[src/rtl/turbo_punct_serializer.sv]
// Turbo encoder output stage: punctures 3-bit {p2,p1,sys} symbols into 2- or 3-bit
// groups, queues them in a small FIFO and shifts them out one bit per cycle.
module turbo_punct_serializer #(
  parameter int FIFO_DEPTH = 8,
  parameter int FRAME_LEN  = 8,
  parameter bit PUNCT_EN   = 1'b1
) (
  input  logic                          clk,
  input  logic                          rst,
  input  logic                          sym_valid_i,
  input  logic [2:0]                    sym_in_i,
  output logic                          sym_ready_o,
  output logic                          bit_out_o,
  output logic                          bit_valid_o,
  input  logic                          bit_ready_i,
  output logic                          frame_start_o,
  output logic                          overflow_o,
  output logic [$clog2(FIFO_DEPTH):0]   fifo_level_o,
  output logic                          state_dbg_o
);

  localparam int AW = $clog2(FIFO_DEPTH);
  localparam int LW = AW + 1;
  localparam int IW = (FRAME_LEN > 1) ? $clog2(FRAME_LEN) : 1;

  typedef enum logic {S_IDLE = 1'b0, S_SHIFT = 1'b1} state_e;

  // Handshakes: a transfer happens on a rising edge where valid and ready are both
  // high; valid never waits on ready, and ready here depends only on registered state.

  logic [IW-1:0] sym_idx_q, sym_idx_d;
  logic [5:0]    mem_q [FIFO_DEPTH];
  logic [AW-1:0] wr_ptr_q, rd_ptr_q;
  logic [LW-1:0] count_q;
  logic          overflow_q;
  logic          full, empty, push, pop;
  logic [2:0]    grp_bits;
  logic [1:0]    grp_len;
  logic          grp_sof;
  logic [5:0]    rd_entry;

  state_e        state_q;
  logic [2:0]    sh_bits_q;
  logic [1:0]    sh_len_q;
  logic [1:0]    bit_ptr_q;
  logic          sh_sof_q;
  logic          last_bit;
  logic          cur_bit;

  assign full     = (count_q == LW'(FIFO_DEPTH));
  assign empty    = (count_q == '0);
  assign push     = sym_valid_i & ~full;
  assign rd_entry = mem_q[rd_ptr_q];
  assign last_bit = (bit_ptr_q == (sh_len_q - 2'd1));

  // Phase follows every upstream symbol, dropped or not, so puncturing stays aligned.
  always_comb begin
    sym_idx_d = sym_idx_q + IW'(1);
    if (sym_idx_q == IW'(FRAME_LEN - 1)) sym_idx_d = '0;
  end

  always_comb begin
    grp_bits = 3'b000;
    grp_len  = 2'd2;
    grp_sof  = (sym_idx_q == '0);
    if (!PUNCT_EN) begin
      grp_bits = sym_in_i;
      grp_len  = 2'd3;
    end else if (!sym_idx_q[0]) begin
      grp_bits = {1'b0, sym_in_i[1], sym_in_i[0]};
    end else begin
      grp_bits = {1'b0, sym_in_i[2], sym_in_i[0]};
    end
  end

  always_comb begin
    pop = 1'b0;
    if (state_q == S_IDLE) pop = ~empty;
    else                   pop = bit_ready_i & last_bit & ~empty;
  end

  always_ff @(posedge clk) begin
    if (push) mem_q[wr_ptr_q] <= {grp_sof, grp_len, grp_bits};
  end

  always_ff @(posedge clk) begin
    if (rst) begin
      wr_ptr_q   <= '0;
      rd_ptr_q   <= '0;
      count_q    <= '0;
      sym_idx_q  <= '0;
      overflow_q <= 1'b0;
    end else begin
      if (push) wr_ptr_q <= wr_ptr_q + AW'(1);
      if (pop)  rd_ptr_q <= rd_ptr_q + AW'(1);
      count_q <= count_q + LW'(push) - LW'(pop);
      if (sym_valid_i) sym_idx_q <= sym_idx_d;
      if (sym_valid_i && full) overflow_q <= 1'b1;
    end
  end

  // Loading the next group on the last accepted bit keeps the output gap-free.
  always_ff @(posedge clk) begin
    if (rst) begin
      state_q   <= S_IDLE;
      sh_bits_q <= 3'b000;
      sh_len_q  <= 2'd2;
      sh_sof_q  <= 1'b0;
      bit_ptr_q <= 2'd0;
    end else begin
      case (state_q)
        S_IDLE: begin
          if (!empty) begin
            {sh_sof_q, sh_len_q, sh_bits_q} <= rd_entry;
            bit_ptr_q <= 2'd0;
            state_q   <= S_SHIFT;
          end
        end
        S_SHIFT: begin
          if (bit_ready_i) begin
            if (!last_bit) begin
              bit_ptr_q <= bit_ptr_q + 2'd1;
            end else if (!empty) begin
              {sh_sof_q, sh_len_q, sh_bits_q} <= rd_entry;
              bit_ptr_q <= 2'd0;
            end else begin
              state_q <= S_IDLE;
            end
          end
        end
        default: state_q <= S_IDLE;
      endcase
    end
  end

  always_comb begin
    case (bit_ptr_q)
      2'd0:    cur_bit = sh_bits_q[0];
      2'd1:    cur_bit = sh_bits_q[1];
      default: cur_bit = sh_bits_q[2];
    endcase
  end

  assign sym_ready_o   = ~full;
  assign bit_valid_o   = (state_q == S_SHIFT);
  assign bit_out_o     = (state_q == S_SHIFT) & cur_bit;
  assign frame_start_o = (state_q == S_SHIFT) & sh_sof_q & (bit_ptr_q == 2'd0);
  assign overflow_o    = overflow_q;
  assign fifo_level_o  = count_q;
  assign state_dbg_o   = (state_q == S_SHIFT);

endmodule

[config.mk]
export PLATFORM = sky130hd
export DESIGN_NAME = turbo_punct_serializer
export DESIGN_NICKNAME = d
export VERILOG_FILES = /design/src/rtl/turbo_punct_serializer.sv
export SDC_FILE = /design/constraint.sdc
export NUM_CORES = 1
export LEC_CHECK = 0
export ABC_CLOCK_PERIOD_IN_PS = 2640
export CAP_MARGIN = 30
export CORE_ASPECT_RATIO = 0.8
export CORE_MARGIN = 1
export CORE_UTILIZATION = 50
export CTS_CLUSTER_SIZE = 16
export DETAILED_ROUTE_END_ITERATION = 16
export PLACE_DENSITY = 0.73
export SETUP_SLACK_MARGIN = 0.05
export SYNTH_ARGS = -nofsm -noshare
export SYNTH_HDL_FRONTEND = slang
export SYNTH_SLANG_ARGS = --single-unit
[constraint.sdc]
create_clock -name clk -period 2.64 [get_ports clk]
set_input_delay 0.528 -clock clk [delete_from_list [all_inputs] [get_ports clk]]
set_output_delay 0.528 -clock clk [all_outputs]
set_load 0.02 [all_outputs]
==> out/qor.yml <==
critical_path_class: "flop to output pin"
tightest_slew_ns: 0.825
rsz0062_at_grt: "false"
cts_htree_levels: 2
die_area_um2: 4290
cts_inserted_buffers: 5
power_density_nw_per_um2: 912
synthesis.area_um2: 2010
core-area_um2: 3830
post_drt_wl_per_cell_um: 14.5
seqPwrFrac: 0.471
ys_ff_latch: 47
total_power_mw: 2.09
slew-limit-headroom: 0.448
power.leakage_nw: 0.822
final-seq-area_um2: 1180
layout_worst_path_cycle_share: 0.921
layout-area-overhead-vs-synth_pct: 13.9
remaining_drc_errors: 0
power.internal_mw: 1.42
ctsHoldBuffers: 0
ys_types: 33
antennaDiodeCount: 0
synth.top_cell.area_share: 0.358
post_cts_buffers: 0
most-common-layout-cells: "edfxtp_1 (24), nor2_1 (23), dfxtp_1 (23)"
finish.utilization: 0.599
synth.yosys.seq_area_share: 0.586
pin_count: 17
biggest_fanout_along_the_worst_timing_path: 6
irDropWorstVdd_mv: 0.433
std_cell_rows: 20
cts-resized-gates: 0
synthCells: 159
grt_max_degree: 24
final_hold_viol_count: 0
instances_no_fill: 233
detail_route.wirelength_mm: 3.38
number_of_nets_in_the_layout: 195
post_route_setup_tns_ns: 0
antenna_found_initial: 0
clkLatencyLatePin_ns: 0.29
max_cap_violations: 0
timing.hold.ws_ns: 0.491
gr-total-overflow: 0
outcome: "complete, no violations"
switching_share: 0.322
drtIter0Drc: 69
setup_viol: 0
period_needed_ns: 2.43
netSwitchingPower_mw: 0.674
clockRootBuffer: "clkbuf_8"
die_width_um: 73.0
total_via_count_in_the_routed_design: 1232
worstSetupStartpointType: "flop"
post-place-cells: 225
detail_route.vias_per_cell: 5.29
place_hpwl_mm: 2.46
power.clock.fraction: 0.195
max_freq_mhz: 411
finalMaxSlewViolations: 0
critical_path_rt_ns: 2.11
tritoncts_clock_tree: "yes"
postSynthAreaPerCell_um2: 12.7
clk_transition_reported_paths_ns: 0.08
grt_use_total: 0.184
critical_path.endpoint_type: "output pin"
grt_pass1_wl_mm: 5.72
dieHeight_um: 58.8
effective_utilization_at_floorplan: 0.526
grt_pass1_vias: 1244
finalWeightedCongestion: 0.781
post_route_cells_drive_above_1_share: 0.107
multi_input_logic_area_um2: 759
timing.clock.skew_ns: 0.00510
synth-warning-count: 0
drtAntennaViolNets: 0
min_path_type: "flop to flop"
fillerInstances: 300
post_synth_main_area_contributors: "edfxtp_1 (36%), dfxtp_1 (23%), mux4_2 (6.7%)"
syn-num-nets: 177
io_buffer_count: 16
cts_sinks: 47
drt_pre_antenna_iters: 4
power.share.combinational: 0.334
ctsLongestPathBuffers: 2
final_common_cell: "edfxtp_1"
synth_top_area_cell: "edfxtp_1"
crit_arrival_ns: 1.90
cell families after synthesis:
| logic type | after synthesis | synth area share |
|---|---|---|
| fa+ha+maj | 11 | 0.0721 |
| mux | 13 | 0.102 |
| xor+xnor | 6 | 0.0261 |
| flops | 47 | 0.586 |
| simple gates | 51 | 0.125 |
| buf+inv | 15 | 0.0366 |
| compound gates | 16 | 0.0509 |
power by group through the flow:
stage                     clock network [mW]  registers [mW]  logic, mW
after floorplan                            0           0.999      0.508
after global placement                     0           0.995      0.669
after detailed placement                   0            1.00      0.699
after CTS                              0.412           0.987      0.704
after global routing                   0.451            1.01      0.783
final                                  0.408           0.986      0.698
cell type report:
type                       count  area share
sequential                    47       0.515
multi-input combinational     97       0.331
timing repair buffer          18      0.0763
clock buffer                   8      0.0349
tap                           55      0.0300
inverter                       8      0.0131
synthesized netlist by cell type, drive strengths merged:
library cell,n
nand2b,2
fa,1
mux4,6
mux2i,6
and4bb,1
a21bo,1
clkbuf,2
edfxtp,24
xnor2,3
a21oi,9
a21o,1
or3b,1
nor2b,2
or2,1
a32oi,1
buf,5
nand3b,3
inv,8
a211oi,3
ha,10
nand3,4
nor3,3
nor3b,3
nor2,23
o21ai,1
mux2,1
dfxtp,23
nand2,8
xor2,3
metal layers:
layer | wire [um] | vias to the layer above | global-route usage | share of wire
li1 | - | 597 | - | -
met1 | 1580 | 603 | 0.237 | 0.47
met2 | 1620 | 30 | 0.302 | 0.48
met3 | 163 | 2 | 0.0616 | 0.048
met4 | 16 | 0 | 0.0504 | 0.0047
met5 | 0 | - | 0 | 0
critical path, cell delays in order (launching register included):
cell and delay, ns:
dfxtp_1 0.33, inv_1 0.10, ha_1 0.15, or3b_1 0.46, clkdlybuf4s50_1 0.58
state kept, by name (all words and copies together), names as in the netlist, named ones only:
register      count
overflow_o        1
sym_idx_q         3
fifo_level_o      4
bit_ptr_q         2
sh_bits_q         2
mem_q            24
wr_ptr_q          3
rd_ptr_q          3
bit_valid_o       1
sh_sof_q          1
worst paths after layout:
| kind | start | to | slack [ns] | depth (start not counted) |
|---|---|---|---|---|
| worst max-delay path | fifo_level_o[2] | sym_ready_o | 0.21 | 4 |
| worst min register to register | overflow_o | overflow_o | 0.49 | 2 |
| worst max register to register | fifo_level_o[2] | fifo_level_o[3] | 0.27 | 10 |
| worst min-delay path | overflow_o | overflow_o | 0.49 | 2 |
per-stage QoR:
step                cell area [um2]  setup WS (ns)
global placement               2210          0.200
finish                         2290          0.208
detailed placement             2210          0.134
global route                   2290         0.0921
floorplan                      2010          0.374
CTS                            2290          0.197
No activity file was read; power rests on OpenSTA's default activity.
